`src/rtl/irq_controller.sv`:
```
// Interrupt controller sitting between the I/O blocks and fetch.
// Synchronises and edge-detects raw interrupt lines, latches them as pending,
// applies a software mask, picks one source by fixed priority (lowest index
// wins), pulses int_fetch for one cycle and then blocks further dispatch until
// the handler returns through rti or rsi.
module irq_controller #(
  parameter int NUM_SRC = 2,
  parameter int CAUSE_W = 1
) (
  input  logic               clk,
  input  logic               rst,
  input  logic [NUM_SRC-1:0] irq_in,
  input  logic               mask_we,
  input  logic [NUM_SRC-1:0] mask_wdata,
  input  logic               stall,
  input  logic               rti,
  input  logic               rsi,
  output logic               int_fetch,
  output logic [CAUSE_W-1:0] int_cause,
  output logic               in_service,
  output logic [NUM_SRC-1:0] pending,
  output logic [NUM_SRC-1:0] mask
);

  typedef enum logic {
    IDLE    = 1'b0,
    SERVICE = 1'b1
  } state_t;

  state_t             state_r;
  logic [NUM_SRC-1:0] s1_r;
  logic [NUM_SRC-1:0] s2_r;
  logic [NUM_SRC-1:0] s3_r;
  logic [NUM_SRC-1:0] rise_s;
  logic [NUM_SRC-1:0] pending_r;
  logic [NUM_SRC-1:0] mask_r;
  logic [NUM_SRC-1:0] eligible_s;
  logic [NUM_SRC-1:0] clr_s;
  logic [CAUSE_W-1:0] sel_s;
  logic               dispatch_s;

  // Two-flop synchroniser plus one history flop used for rising-edge detection.
  always_ff @(posedge clk or posedge rst) begin
    if (rst) begin
      s1_r <= '0;
      s2_r <= '0;
      s3_r <= '0;
    end else begin
      s1_r <= irq_in;
      s2_r <= s1_r;
      s3_r <= s2_r;
    end
  end

  assign rise_s = s2_r & ~s3_r;

  // Priority select and dispatch decision; the decision uses the mask as it
  // stands this cycle, so a concurrent mask write only affects later cycles.
  always_comb begin
    eligible_s = pending_r & mask_r;
    sel_s      = '0;
    for (int i = NUM_SRC - 1; i >= 0; i--) begin
      if (eligible_s[i]) begin
        sel_s = CAUSE_W'(i);
      end else begin
        sel_s = sel_s;
      end
    end
    dispatch_s = (state_r == IDLE) && (eligible_s != '0) && !stall;
    if (dispatch_s) begin
      // isolate the lowest set bit of eligible, i.e. the selected source
      clr_s = eligible_s & (~eligible_s + NUM_SRC'(1));
    end else begin
      clr_s = '0;
    end
  end

  // Pending latch (a new edge beats a same-cycle dispatch clear) and mask register.
  always_ff @(posedge clk or posedge rst) begin
    if (rst) begin
      pending_r <= '0;
      mask_r    <= {NUM_SRC{1'b1}};
    end else begin
      pending_r <= (pending_r & ~clr_s) | rise_s;
      if (mask_we) begin
        mask_r <= mask_wdata;
      end
    end
  end

  // Dispatch/service state machine with registered pulse, cause and status.
  always_ff @(posedge clk or posedge rst) begin
    if (rst) begin
      state_r    <= IDLE;
      int_fetch  <= 1'b0;
      int_cause  <= '0;
      in_service <= 1'b0;
    end else begin
      case (state_r)
        IDLE: begin
          if (dispatch_s) begin
            state_r    <= SERVICE;
            int_fetch  <= 1'b1;
            int_cause  <= sel_s;
            in_service <= 1'b1;
          end else begin
            int_fetch  <= 1'b0;
            in_service <= 1'b0;
          end
        end
        SERVICE: begin
          int_fetch <= 1'b0;
          // rti and rsi together are a single return
          if (rti || rsi) begin
            state_r    <= IDLE;
            in_service <= 1'b0;
          end else begin
            in_service <= 1'b1;
          end
        end
        default: begin
          state_r    <= IDLE;
          int_fetch  <= 1'b0;
          in_service <= 1'b0;
        end
      endcase
    end
  end

  assign pending = pending_r;
  assign mask    = mask_r;

endmodule

```
`config.mk`:
```
export PLATFORM = sky130hd
export DESIGN_NAME = irq_controller
export DESIGN_NICKNAME = d
export VERILOG_FILES = /design/src/rtl/irq_controller.sv
export SDC_FILE = /design/constraint.sdc
export NUM_CORES = 1
export LEC_CHECK = 0
export ABC_AREA = 1
export BUFFER_PORTS_ARGS = -buffer_cell sky130_fd_sc_hd__buf_2
export CAP_MARGIN = 10
export CORE_AREA = 2 2 39 41
export DETAILED_ROUTE_END_ITERATION = 12
export DIE_AREA = 0 0 41 43
export SYNTH_ARGS = -nofsm -noshare
export SYNTH_HDL_FRONTEND = slang
export SYNTH_SLANG_ARGS = --single-unit
```
`constraint.sdc`:
```
create_clock -name clk -period 2 [get_ports clk]
set_clock_uncertainty 0.1 [all_clocks]
set_input_delay 0.2 -clock clk [delete_from_list [all_inputs] [get_ports clk]]
set_output_delay 0.2 -clock clk [all_outputs]
set_load 0.02 [all_outputs]
```
# After elaboration in Yosys (flattened, before gate mapping)
# Index checks and enable logic that the tools add are counted.
totals:
  ff_bits: 13
  in_bits: 10
  out_inout_bits: 7
  wordCells: 31
op_classes:
  add_sub_neg: 1
  muxes: 7
  n_bitwise: 9
  reduce_logical: 6
op_table:
  columns: ["operator", "n"]
  rows:
  - ["AND 2 bit", 4]
  - ["NOT 2 bit", 3]
  - ["2-to-1 mux 1 bit", 4]
  - ["one-hot mux 1 bit (2 select lines)", 2]
  - ["adder 2 x 1 -> 2 bit, second input constant", 1]
  - ["logical AND 1 bit", 2]
  - ["2-to-1 mux 2 bit", 1]
  - ["bitwise OR 2 bit", 1]
  - ["AND reduction 2 bit", 1]
  - ["nonzero test 2 bit", 1]
  - ["zero test 1 bit", 1]
  - ["logical OR 1 bit", 1]
  - ["NOT 1 bit", 1]

# Depth between registers and ports, before layout
# Gate-level depths: netlist of run 1.
depth:
  word_depth: 8
  depth_mapped: 5
  ltp_nobuf: 5

# Worst setup path before layout of run 1
# Ideal clock, no wire load.
synth_path:
  path_type: "reg-to-reg"
  from: "register mask_r[0] (netlist: mask[0])"
  to: "register int_cause"
  setup_ns: 0.118
  t_arrival_ns: 0.887
  required_time_ns: 1.782
  path_slack_ns: 0.895
  path_stages_with_launch: 6
  n_path_buf: 0
  synth_period_minus_slack_ns: 1.105
  path_cell_list: "dfstp_2 -> nand2_1 -> nand2_1 -> nand2_1 -> nand2_1 -> nand2_1"
synth_via:
  elab_chain_len: 5
  word_cells_on_any_way: 6
  cone_classes: "mux: 1; bitwise: 1; reduce/logical: 4"
synth_rtl:
  columns: ["item", "line_no", "rtl"]
  rows:
  - ["from (decl)", "36", "logic [NUM_SRC-1:0] mask_r;"]
  - ["from (signal assigned)", "82", "mask_r <= {NUM_SRC{1'b1}};"]
  - ["from (signal assigned)", "86", "mask_r <= mask_wdata;"]
  - ["AND 2 bit (*)", "60", "eligible_s = pending_r & mask_r;"]
  - ["nonzero test 2 bit", "69", "dispatch_s = (state_r == IDLE) && (eligible_s != '0) && !stall;"]
  - ["logical AND 1 bit (2 in a row)", "69", null]
  - ["AND reduction 2 bit (no line)", null, null]
  - ["to (signal assigned)", "104", "int_cause <= sel_s;"]
  - ["to (decl)", "19", "output logic [CAUSE_W-1:0] int_cause,"]
# Every way passes the cells marked *; elsewhere a longest branch is shown, timed or not.
# A chain may end at the register's enable or synchronous reset.

# Worst setup path in the final report of run 1
layout_path:
  from: "register mask_r[0] (netlist: mask[0])"
  to: "output mask[0]"
layout_rtl:
  columns: ["item", "line_no", "rtl"]
  rows:
  - ["to (decl)", "22", "output logic [NUM_SRC-1:0] mask"]
# No word-level cell between the ends.

==> impl_summary.log, run 1 <==
[metrics] Critical Path Start: mask[0]
[metrics] launch point of the worst hold path: mask_we
[metrics] Gate Count Post-Synth: slightly above 40
[metrics] slowest library cell on the worst path: dfstp_2
[metrics] cell at the root of the clock tree: clkbuf_4
[metrics] # Post-CTS Setup Buffers: 0
[metrics] post-synthesis sequential area ratio: ~74%
[metrics] GRT Resource Usage Total: between 10% and 20%
[metrics] initial antenna violation count: 0
[metrics] highest cell delay on the worst timing path: approximately 0.56 ns
[metrics] Maximum Capacitance Violations: 0
[metrics] Arrival @ worst endpoint: 0.99 ns
[metrics] routed length per placed instance: roughly 8.3 um
[metrics] number of vias per cell after detailed routing: about 4.1
[metrics] Ports: 17
[metrics] DP Wirelength: a little over 500 um
[metrics] pins over their slew limit: 0
[metrics] Hold Vio Cnt, Final: 0
[metrics] family with the most delay on the worst path: flip-flops
[metrics] Min Hold Slack: 0.0193 ns
[metrics] number of nets in the layout: 75
[metrics] RD Place Congestion: between 0.5 and 0.6
[metrics] vertical die dimension: roughly 43 um
[metrics] core footprint: 1380 um2
[metrics] via count of the first global-routing pass: between 200 and 300
[metrics] Antenna Violating Nets Remaining: 0
[metrics] Initial DRT Pass Iterations: 2
[metrics] slew at the pin closest to its max-slew limit: 0.473 ns
[metrics] Critical Path Fanout Max: 4
[metrics] worst flop-to-flop path startpoint: mask[0]
[metrics] peak ir drop on the vdd network: between 300 and 400 uV
[metrics] YS warnings: 0
[metrics] startpoint class of the critical path: register
[metrics] final setup violation count: 0
[metrics] total power draw: 0.579 mW
[metrics] first-pass GRT wire length: approximately 1200 um
[metrics] count of clock tree sinks: 13
[metrics] number of placement rows: 14
[metrics] worst skew pair latency: approximately 0.27 ns
[metrics] First DRT Iteration DRCs: 3
[metrics] leak pwr: about 0.34 nW
[metrics] number of inserted filler cells in the final layout: about 140
[metrics] flip-flop and latch count after synthesis: 13
[metrics] combined buffer and inverter count along the critical path: 1
[metrics] post-synthesis net count: 51
[metrics] CTS Buffer Depth: 2
[metrics] run status: finished clean
[metrics] maximum level of the CTS H-tree: 1
[metrics] non-filler cells, final: 80
[metrics] Resized Gates After CTS: 0
[metrics] Post-route DRC: 0
[metrics] RSZ-0062 raised after global routing: false
[metrics] CP required: approximately 1.7 ns
[metrics] quantity of hold-fixing buffers added after cts: 3
[metrics] Post-Route Setup TNS: 0 ns
[metrics] via count: around 330
[metrics] number of port buffers: 16
[metrics] maximum number of pins on one net before global-route repair: 14
[metrics] ratio of final minimum period to clock period: between 60% and 70%
[metrics] Period minus WS final: 1.29 ns
[metrics] fraction of layout instances using a drive strength above 1: 34.4%
[metrics] type of element capturing the critical path: output pin
[metrics] area growth from synthesis to layout: 35.5%
[metrics] total CTS buffers: 3
[metrics] upper clock frequency limit: 0.776 GHz
[metrics] normalized max-slew margin: 68.4%
[metrics] clock input transition at the sequential cells of the worst setup and hold paths: 0.07 ns
[metrics] Placed Instances: between 70 and 80
[metrics] TritonCTS clock tree: done
[metrics] critical path start-end classification: register to output pin
[metrics] overall routed net length: 664 um
[metrics] Die X-Extent: a little over 40 um
[metrics] Critical Path, Cell by Cell: buf_2
[metrics] cell area after technology mapping: roughly 440 um2
[metrics] Antenna Cells: 0
[metrics] Die ar.: 1760 um2
[metrics] class of the most critical hold timing path: input port to register
[metrics] power density relative to cell area: 971 nW/um2
[metrics] overflow left after global routing: 0
[metrics] effective utilization at floorplan: between 30% and 40%
[metrics] average cell area after synthesis: 10.7 um2
[metrics] count of different cell masters after synthesis: 8
==> placed cells by master, fill, tap and decap left out <==
master,n
nand3_1,1
dfrtp_1,11
nor2_1,1
buf_2,16
inv_1,7
clkbuf_1,1
nor2_2,1
dfstp_2,2
dlygate4sd3_1,3
o21ai_0,3
clkbuf_4,3
nand2_1,15
==> layout make-up <==
class / instances / area (um2) / area share [%]
tap: 16 / 20.0 / 3.35
clock buffer: 4 / 26.3 / 4.40
sequential: 13 / 328 / 54.9
multi-input combinational: 21 / 86.3 / 14.5
inverter: 7 / 26.3 / 4.40
timing repair buffer: 19 / 110 / 18.4
==> stage by stage <==
stage | util [%] | area (um2) | setup slack, ns
after floorplan | - | 440 | 0.895
after CTS | 43.1 | 597 | 0.699
after detailed placement | 39.1 | 541 | 0.924
after global placement | 39.1 | 541 | 0.905
after global routing | 43.1 | 597 | 0.661
final | 43.1 | 597 | 0.712
==> per-layer routing <==
layer	vias up	share of wire, %	track usage (%)
met4	0	0	8.00
met3	0	11	6.81
met5	-	0	0
met2	13	43	15.0
met1	147	46	11.1
li1	169	-	-
==> final timing paths <==
check,end,slack (ns),cells past startpoint
setup / recovery,mask[0],0.71,1
hold / removal,mask[1],0.02,2
setup reg to reg,int_cause,0.92,5
hold reg to reg,s2_r[1],0.25,0
max in group asynchronous,mask[0],1.08,3
min in group asynchronous,s1_r[0],0.38,3
==> synthesized netlist by cell type, drive strengths merged <==
library cell,count,share of area (%)
dfrtp,11,62
nand3,1,1.1
o21ai,3,3.4
dfstp,2,12
inv,7,6.0
nand2,15,13
nor2,2,2.3
==> cells by family after synthesis <==
family / count (synthesis) / share of synthesized area (%)
flops: 13 / 74.4
compound gates: 3 / 3.41
simple gates: 18 / 16.2
buf+inv: 7 / 5.97
==> power breakdown <==
part | switching (mW) | internal (mW)
Combinational | 0.0702 | 0.0413
Clock | 0.0768 | 0.0771
Sequential | 0.0173 | 0.297
==> sequential cells by signal, indices dropped and copies added (netlist names) <==
| register | count |
|---|---|
| s2_r | 2 |
| int_fetch | 1 |
| mask | 2 |
| s1_r | 2 |
| s3_r | 2 |
| pending | 2 |
| int_cause | 1 |
| state_r | 1 |
Note: power is estimated with default switching activity, not from simulation.
==> inputs of run 2 (changes only) <==
--- a/config.mk
+++ b/config.mk
@@ -5,7 +5,7 @@
 export SDC_FILE = /design/constraint.sdc
 export NUM_CORES = 1
 export LEC_CHECK = 0
-export ABC_AREA = 1
+export ABC_AREA = 0
 export BUFFER_PORTS_ARGS = -buffer_cell sky130_fd_sc_hd__buf_2
 export CAP_MARGIN = 10
 export CORE_AREA = 2 2 39 41
==> constraint.sdc (replaced) <==
create_clock -name clk -period 1 [get_ports clk]
set_clock_uncertainty 0.1 [all_clocks]
set_input_delay 0.1 -clock clk [delete_from_list [all_inputs] [get_ports clk]]
set_output_delay 0.1 -clock clk [all_outputs]
set_load 0.02 [all_outputs]
==> run 2 against run 1 <==
Effect of this change: the run now ends with setup timing left; count of clock-buffer cells in the layout stayed put; setup slack worse by 0.95 ns; non-clock buffer count is 17 higher.
==> impl_summary.log, run 2 <==
[metrics] run status: finished with violations
[metrics] violated checks: setup timing
[metrics] clock input transition at the sequential cells of the worst setup and hold paths: 0.09 ns (+0.02 ns)
[metrics] GRT Resource Usage Total: 16.4% (+5.6 points)
[metrics] Hold Vio Cnt, Final: 0 (unchanged)
[metrics] number of inserted filler cells in the final layout: 101 (-26%)
[metrics] Critical Path Fanout Max: 2 (-2)
[metrics] via count: 392 (+19%)
[metrics] family with the most delay on the worst path: flip-flops
[metrics] cell at the root of the clock tree: clkbuf_4
[metrics] Initial DRT Pass Iterations: 2 (unchanged)
[metrics] overall routed net length: 1170 um (+76%)
[metrics] critical path start-end classification: register to register
[metrics] Antenna Violating Nets Remaining: 0 (unchanged)
[metrics] via count of the first global-routing pass: 408 (+37%)
[metrics] final setup violation count: 12 (+12)
[metrics] TritonCTS clock tree: done
[metrics] worst skew pair latency: 0.28 ns (about the same)
[metrics] total CTS buffers: 3 (unchanged)
[metrics] number of placement rows: 14 (unchanged)
[metrics] RSZ-0062 raised after global routing: true
[metrics] non-filler cells, final: 88 (+10%)
[metrics] RD Place Congestion: 0.595 (+0.35%)
[metrics] overflow left after global routing: 0 (unchanged)
[metrics] Area after DPL: 607 um2 (+12%)
[metrics] YS warnings: 0 (unchanged)
[metrics] xor/xnor cell area share of the yosys netlist: 0% (unchanged)
[metrics] share of synthesized cell area in and, or, nand and nor gates: 10.4% (-5.8 points)
[metrics] Die ar.: 1760 um2 (unchanged)
[metrics] Arrival @ worst endpoint: 1.30 ns (+0.31 ns)
[metrics] first-pass GRT wire length: 1790 um (+52%)
[metrics] vertical die dimension: 43 um (unchanged)
[metrics] area occupied by multi-input gates: 140 um2 (+62%)
[metrics] complex-gate fraction of the synthesized area: 9.26% (+5.9 points)
[metrics] combinational family with the most area after synthesis: simple AND/OR/NAND/NOR gates
[metrics] most frequent standard cell in the layout excluding fill and tap cells: buf_6
[metrics] Reg area: 329 um2 (+0.38%)
[metrics] type of element capturing the critical path: register
[metrics] Die X-Extent: 41 um (unchanged)
[metrics] area growth from synthesis to layout: 85.3%
[metrics] share of cell area taken by muxes after synthesis: 4.90% (+4.9 points)
[metrics] normalized max-slew margin: 66.3% (-2.1 points)
[metrics] fraction of layout instances using a drive strength above 1: 58.3% (+24 points)
[metrics] number of vias per cell after detailed routing: 4.45 (+8.3%)
[metrics] core footprint: 1380 um2 (unchanged)
[metrics] biggest area contributors in the synthesized netlist: dfrtp_1, dfstp_2, mux2_2, inv_1, nor3b_1
[metrics] highest cell delay on the worst timing path: 0.55 ns (about the same)
[metrics] CP required: 1.06 ns (-0.64 ns)
[metrics] Adder-Cell Fraction of Synth Area: 0% (unchanged)
[metrics] predominant post-synthesis flop cell: dfrtp_1
[metrics] Placed Instances: 69 (-5.5%)
[metrics] Post-route DRC: 0 (unchanged)
[metrics] Critical Path, Cell by Cell: buf_4 -> nand2_1 -> o32a_2
[metrics] Post-synth EDFFs: 0 (unchanged)
[metrics] most common cell in the netlist: dfrtp_1
[metrics] ratio of final minimum period to clock period: 124%
[metrics] Min Hold Slack: 0.0233 ns (+0.00399 ns)
[metrics] Ports: 17 (unchanged)
[metrics] count of clock tree sinks: 13 (unchanged)
[metrics] leak pwr: 0.413 nW (+23%)
[metrics] slew at the pin closest to its max-slew limit: 0.505 ns (+0.0316 ns)
[metrics] class of the most critical hold timing path: input port to register
[metrics] pins over their slew limit: 0 (unchanged)
[metrics] DP Wirelength: 689 um (+37%)
[metrics] final standard cell utilization of the core: 61.5% (+18 points)
[metrics] post-synthesis net count: 42 (-18%)
[metrics] ys async rst share: 100% (unchanged)
[metrics] number of port buffers: 16 (unchanged)
[metrics] First DRT Iteration DRCs: 1 (-2)
[metrics] power density relative to cell area: 1770 nW/um2 (+82%)
[metrics] cell area after technology mapping: 459 um2 (+4.3%)
[metrics] average cell area after synthesis: 14.3 um2 (+34%)
[metrics] routed length per placed instance: 13.3 um (+60%)
[metrics] Maximum Capacitance Violations: 0 (unchanged)
[metrics] count of different cell masters after synthesis: 15 (+7)
[metrics] peak ir drop on the vdd network: 865 uV (+140%)
[metrics] slack of the critical path: -0.238 ns (-0.950 ns)
[metrics] cell type with the highest aggregate area in the netlist: dfrtp_1
[metrics] flip-flop and latch count after synthesis: 13 (unchanged)
[metrics] startpoint class of the critical path: register
[metrics] number of nets in the layout: 83 (+11%)
[metrics] effective utilization at floorplan: 33.2% (+1.4 points)
[metrics] Worst Setup Slack post-DPL: -0.121 ns (-1.05 ns)
[metrics] Layout Cell Area excl Fill: 851 um2 (+43%)
[metrics] most frequent cells in the layout: buf_6, dfrtp_1, buf_2, dlygate4sd3_1, buf_4
[metrics] slowest library cell on the worst path: dfstp_2
[metrics] maximum level of the CTS H-tree: 1 (unchanged)
[metrics] Post-Route Setup TNS: -1.56 ns (-1.56 ns)
[metrics] post-synthesis sequential area ratio: 71.4% (-3.0 points)
[metrics] top cells by count, synth: dfrtp_1, inv_1, dfstp_2, mux2_2, nor3b_1
[metrics] maximum number of pins on one net before global-route repair: 14 (unchanged)
[metrics] total power draw: 1.50 mW (+160%)
[metrics] Gate Count Post-Synth: 32 (-22%)
[metrics] initial antenna violation count: 0 (unchanged)
[metrics] upper clock frequency limit: a little over 0.8 GHz
[metrics] Period minus WS final: 1.24 ns
[metrics] Antenna Cells: 0 (unchanged)
[metrics] combined buffer and inverter count along the critical path: 1 (unchanged)
[metrics] area fraction of the dominant cell type after synthesis: 59.9% (-2.6 points)
[metrics] CTS Buffer Depth: 2 (unchanged)
run 2: cell types whose count changed after synthesis, sizes merged, moves of 2 or more:
cell	change
nand2	-14
o21ai	-3
inv	-2
mux2	+2
nor2	-2
nor3b	+2
run 2: final timing paths:
kind	from	endpoint	slack (ns)	cells past startpoint
setup / recovery	mask[0]	int_cause	-0.24	3
setup reg to reg	mask[0]	int_cause	-0.24	3
max in group asynchronous	rst	mask[1]	0.14	3
hold / removal	stall	state_r	0.02	2
min in group asynchronous	rst	s2_r[0]	0.29	3
hold reg to reg	s1_r[0]	s2_r[0]	0.25	0
run 2: layer usage:
metal	vias to the layer above	track usage [%]	part of all wire [%]
li1	196	-	-
met1	185	17.6	40
met2	11	27.5	56
met3	0	4.71	3.4
met4	0	8.00	0
met5	-	0	0
run 2: power by group:
part           total (mW)  internal, mW  switching, mW
clock network       0.323         0.154          0.168
registers           0.654         0.600         0.0535
logic               0.527         0.313          0.214
total                1.50          1.07          0.436
run 2: final cells by class:
cell class              instances  area share, %
flip-flops and latches         13           38.7
repair buffers                 36           37.2
multi-input cells              14           16.5
clock buffers                   4           3.09
well taps                      16           2.35
inverters                       5           2.21
run 2: logic make-up (layout without fill, tap and decap cells):
| group | after synthesis | after routing |
|---|---|---|
| DFF | 13 | 13 |
| and+or+nand+nor | 7 | 7 |
| AOI/OAI and AO/OA | 5 | 5 |
| buffers and inverters | 5 | 45 |
| muxes | 2 | 2 |
run 2: timing repair:
action	CTS	global route
endpoints found under the hold margin	17	2
pin swaps	0	0
endpoints found under the setup margin	12	13
buffers inserted	6	1
hold buffers	7	1
gates cloned	0	0
gates resized for setup	15	9
==> inputs of run 3 (changes only) <==
--- a/config.mk
+++ b/config.mk
@@ -5,7 +5,7 @@
 export SDC_FILE = /design/constraint.sdc
 export NUM_CORES = 1
 export LEC_CHECK = 0
-export ABC_AREA = 0
+export ABC_AREA = 1
 export BUFFER_PORTS_ARGS = -buffer_cell sky130_fd_sc_hd__buf_2
 export CAP_MARGIN = 10
 export CORE_AREA = 2 2 39 41
==> run 3 against run 2 <==
Effect of this change: the flow still finishes with violations (setup timing); sequential power fell by 2%; critical path depth fell by 1; hold slack got worse by 0.012 ns; combinational power fell by 16%; total power fell by 7.0%; highest routed layer unchanged.
==> impl_summary.log, run 3 (same netlist as run 1, synthesis figures left out) <==
[metrics] First DRT Iteration DRCs: 3 (+2)
[metrics] fraction of layout instances using a drive strength above 1: 56.6% (-1.8 points)
[metrics] count of clock tree sinks: 13 (unchanged)
[metrics] number of cell instances on the worst register-to-register path: 6 (+3)
[metrics] vertical die dimension: 43 um (unchanged)
[metrics] non-filler cells, final: 92 (+4.5%)
[metrics] Maximum Capacitance Violations: 0 (unchanged)
[metrics] Critical Path Fanout Max: 2 (unchanged)
[metrics] final setup violation count: 11 (-1)
[metrics] net load switching power: 0.414 mW (-5.1%)
[metrics] cell at the root of the clock tree: clkbuf_4
[metrics] effective utilization at floorplan: 31.8% (-1.4 points)
[metrics] power density relative to cell area: 1750 nW/um2 (-1.2%)
[metrics] leak pwr: 0.418 nW (+1.3%)
[metrics] area growth from synthesis to layout: 81.8%
[metrics] GRT Resource Usage Total: 13.6% (-2.8 points)
[metrics] violated checks: setup timing
[metrics] number of nets in the layout: 87 (+4.8%)
[metrics] net switching share of the total power: 29.6% (+0.59 points)
[metrics] number of vias per cell after detailed routing: 4.24 (-4.8%)
[metrics] clock input transition at the sequential cells of the worst setup and hold paths: 0.08 ns (about the same)
[metrics] Ports: 17 (unchanged)
[metrics] slack of the critical path: -0.213 ns (+0.0247 ns)
[metrics] number of inserted filler cells in the final layout: 125 (+24%)
[metrics] run status: finished with violations
[metrics] initial antenna violation count: 0 (unchanged)
[metrics] sequential group share of total power: 45.8% (+2.3 points)
[metrics] number of placement rows: 14 (unchanged)
[metrics] Layout Cell Area excl Fill: 801 um2 (-5.9%)
[metrics] normalized max-slew margin: 68.5% (+2.2 points)
[metrics] routed length per placed instance: 10.4 um (-21%)
[metrics] cell depth of the worst min-delay path: 4 (+2)
[metrics] relative contribution of combinational cells to total power: 31.9% (-3.2 points)
[metrics] via count: 390 (-0.51%)
[metrics] total CTS buffers: 3 (unchanged)
[metrics] RSZ-0062 raised after global routing: true
[metrics] Initial DRT Pass Iterations: 2 (unchanged)
[metrics] most frequent standard cell in the layout excluding fill and tap cells: dfrtp_1
[metrics] Placed Instances: 74 (+7.2%)
[metrics] Die X-Extent: 41 um (unchanged)
[metrics] startpoint class of the critical path: register
[metrics] CP required: 0.80 ns (-0.26 ns)
[metrics] TritonCTS clock tree: done
[metrics] Hold Vio Cnt, Final: 0 (unchanged)
[metrics] internal power: 0.985 mW (-7.8%)
[metrics] Area after DPL: 548 um2 (-9.7%)
[metrics] Post-route DRC: 0 (unchanged)
[metrics] class of the most critical hold timing path: input port to register
[metrics] Arrival @ worst endpoint: 1.01 ns (-0.29 ns)
[metrics] critical path start-end classification: register to output pin
[metrics] slew at the pin closest to its max-slew limit: 0.473 ns (-0.0324 ns)
[metrics] Period minus WS final: 1.21 ns (-0.0247 ns)
[metrics] number of port buffers: 16 (unchanged)
[metrics] peak ir drop on the vdd network: 1300 uV (+50%)
[metrics] most frequent cells in the layout: dfrtp_1, buf_2, buf_6, nand2_1, dlygate4sd3_1
[metrics] CTS Buffer Depth: 2 (unchanged)
[metrics] maximum number of pins on one net before global-route repair: 14 (unchanged)
[metrics] via count of the first global-routing pass: 407 (-0.25%)
[metrics] overall routed net length: 959 um (-18%)
[metrics] maximum level of the CTS H-tree: 1 (unchanged)
[metrics] core footprint: 1380 um2 (unchanged)
[metrics] DP Wirelength: 564 um (-18%)
[metrics] type of element capturing the critical path: output pin
[metrics] overflow left after global routing: 0 (unchanged)
[metrics] upper clock frequency limit: 0.824 GHz (+2.0%)
[metrics] pins over their slew limit: 0 (unchanged)
[metrics] Antenna Violating Nets Remaining: 0 (unchanged)
[metrics] relative contribution of the clock network to total power: 22.4% (+0.9 points)
[metrics] RD Place Congestion: 0.686 (+15%)
[metrics] first-pass GRT wire length: 1570 um (-12%)
[metrics] worst skew pair latency: 0.27 ns (about the same)
[metrics] ratio of final minimum period to clock period: 121% (-2.5 points)
[metrics] Die ar.: 1760 um2 (unchanged)
[metrics] Antenna Cells: 0 (unchanged)
==> run 3: changes by cell type in the layout (fill, tap and decap cells not counted), moves of 2 or more <==
| cell | before | now |
|---|---|---|
| inv_1 | 5 | 3 |
| nor3b_2 | 2 | 0 |
| nand2_4 | 0 | 3 |
| o21ai_2 | 0 | 2 |
| mux2_2 | 2 | 0 |
| nand2_2 | 0 | 4 |
| buf_6 | 13 | 9 |
| nand2_1 | 1 | 8 |
| inv_2 | 0 | 4 |
==> run 3: power by group through the flow <==
stage / clock network, mW / logic, mW / registers (mW)
2_1_floorplan: 0 / 0.0687 / 0.701
3_3_place_gp: 0 / 0.222 / 0.637
3_5_place_dp: 0 / 0.228 / 0.639
4_1_cts: 0.329 / 0.398 / 0.635
5_1_grt: 0.353 / 0.487 / 0.650
6_report: 0.313 / 0.445 / 0.640
==> run 3: final timing paths <==
kind | from | slack [ns] | to
setup / recovery | mask[1] | -0.21 | mask[1]
hold / removal | stall | 0.01 | int_fetch
setup reg to reg | mask[1] | -0.17 | pending[1]
hold reg to reg | s1_r[1] | 0.26 | s2_r[1]
max in group asynchronous | rst | 0.17 | mask[0]
min in group asynchronous | rst | 0.28 | s1_r[0]
==> run 3: timing repair <==
| item | 4_1_cts | 5_1_grt |
|---|---|---|
| hold buffers | 8 | 0 |
| gates resized for setup | 23 | 14 |
| setup endpoints to repair | 8 | 14 |
| hold endpoints to repair | 17 | 0 |
| buffers inserted | 6 | 0 |
| pin swaps | 3 | 3 |
==> run 3: final cells by class <==
class	instances	area, um2	area share (%)
Multi-Input combinational cell	21	136	17.0
Clock buffer	4	26.3	3.28
Tap cell	16	20.0	2.50
Timing Repair Buffer	31	264	33.0
Sequential cell	13	328	40.9
Inverter	7	26.3	3.28
==> run 3: routing by layer <==
layer / vias up / wire length [um] / GRT usage, %
met4: 0 / 0 / 2.00
met3: 0 / 77 / 7.85
met1: 183 / 346 / 13.4
met2: 16 / 534 / 23.8
li1: 191 / - / -
met5: - / 0 / 0
==> run 3: critical path, cell delays in order, from the launching register on <==
cell	delay, ns
dfstp_2	0.55
buf_6	0.09
buf_6	0.10
==> run 3: per-stage QoR <==
stage          power [mW]  TNS, ns  hold WS, ns  utilization, %  setup WS [ns]
2_1_floorplan       0.770   -0.211       -0.124               -         -0.105
5_1_grt              1.49    -1.34       0.0211            57.9         -0.252
6_report             1.40   -0.867       0.0114            57.9         -0.213
3_3_place_gp        0.859  -0.0659       0.0327            39.6        -0.0396
4_1_cts              1.36   -0.793     -0.00628            55.2         -0.212
3_5_place_dp        0.867   -0.109       0.0377            39.6        -0.0661
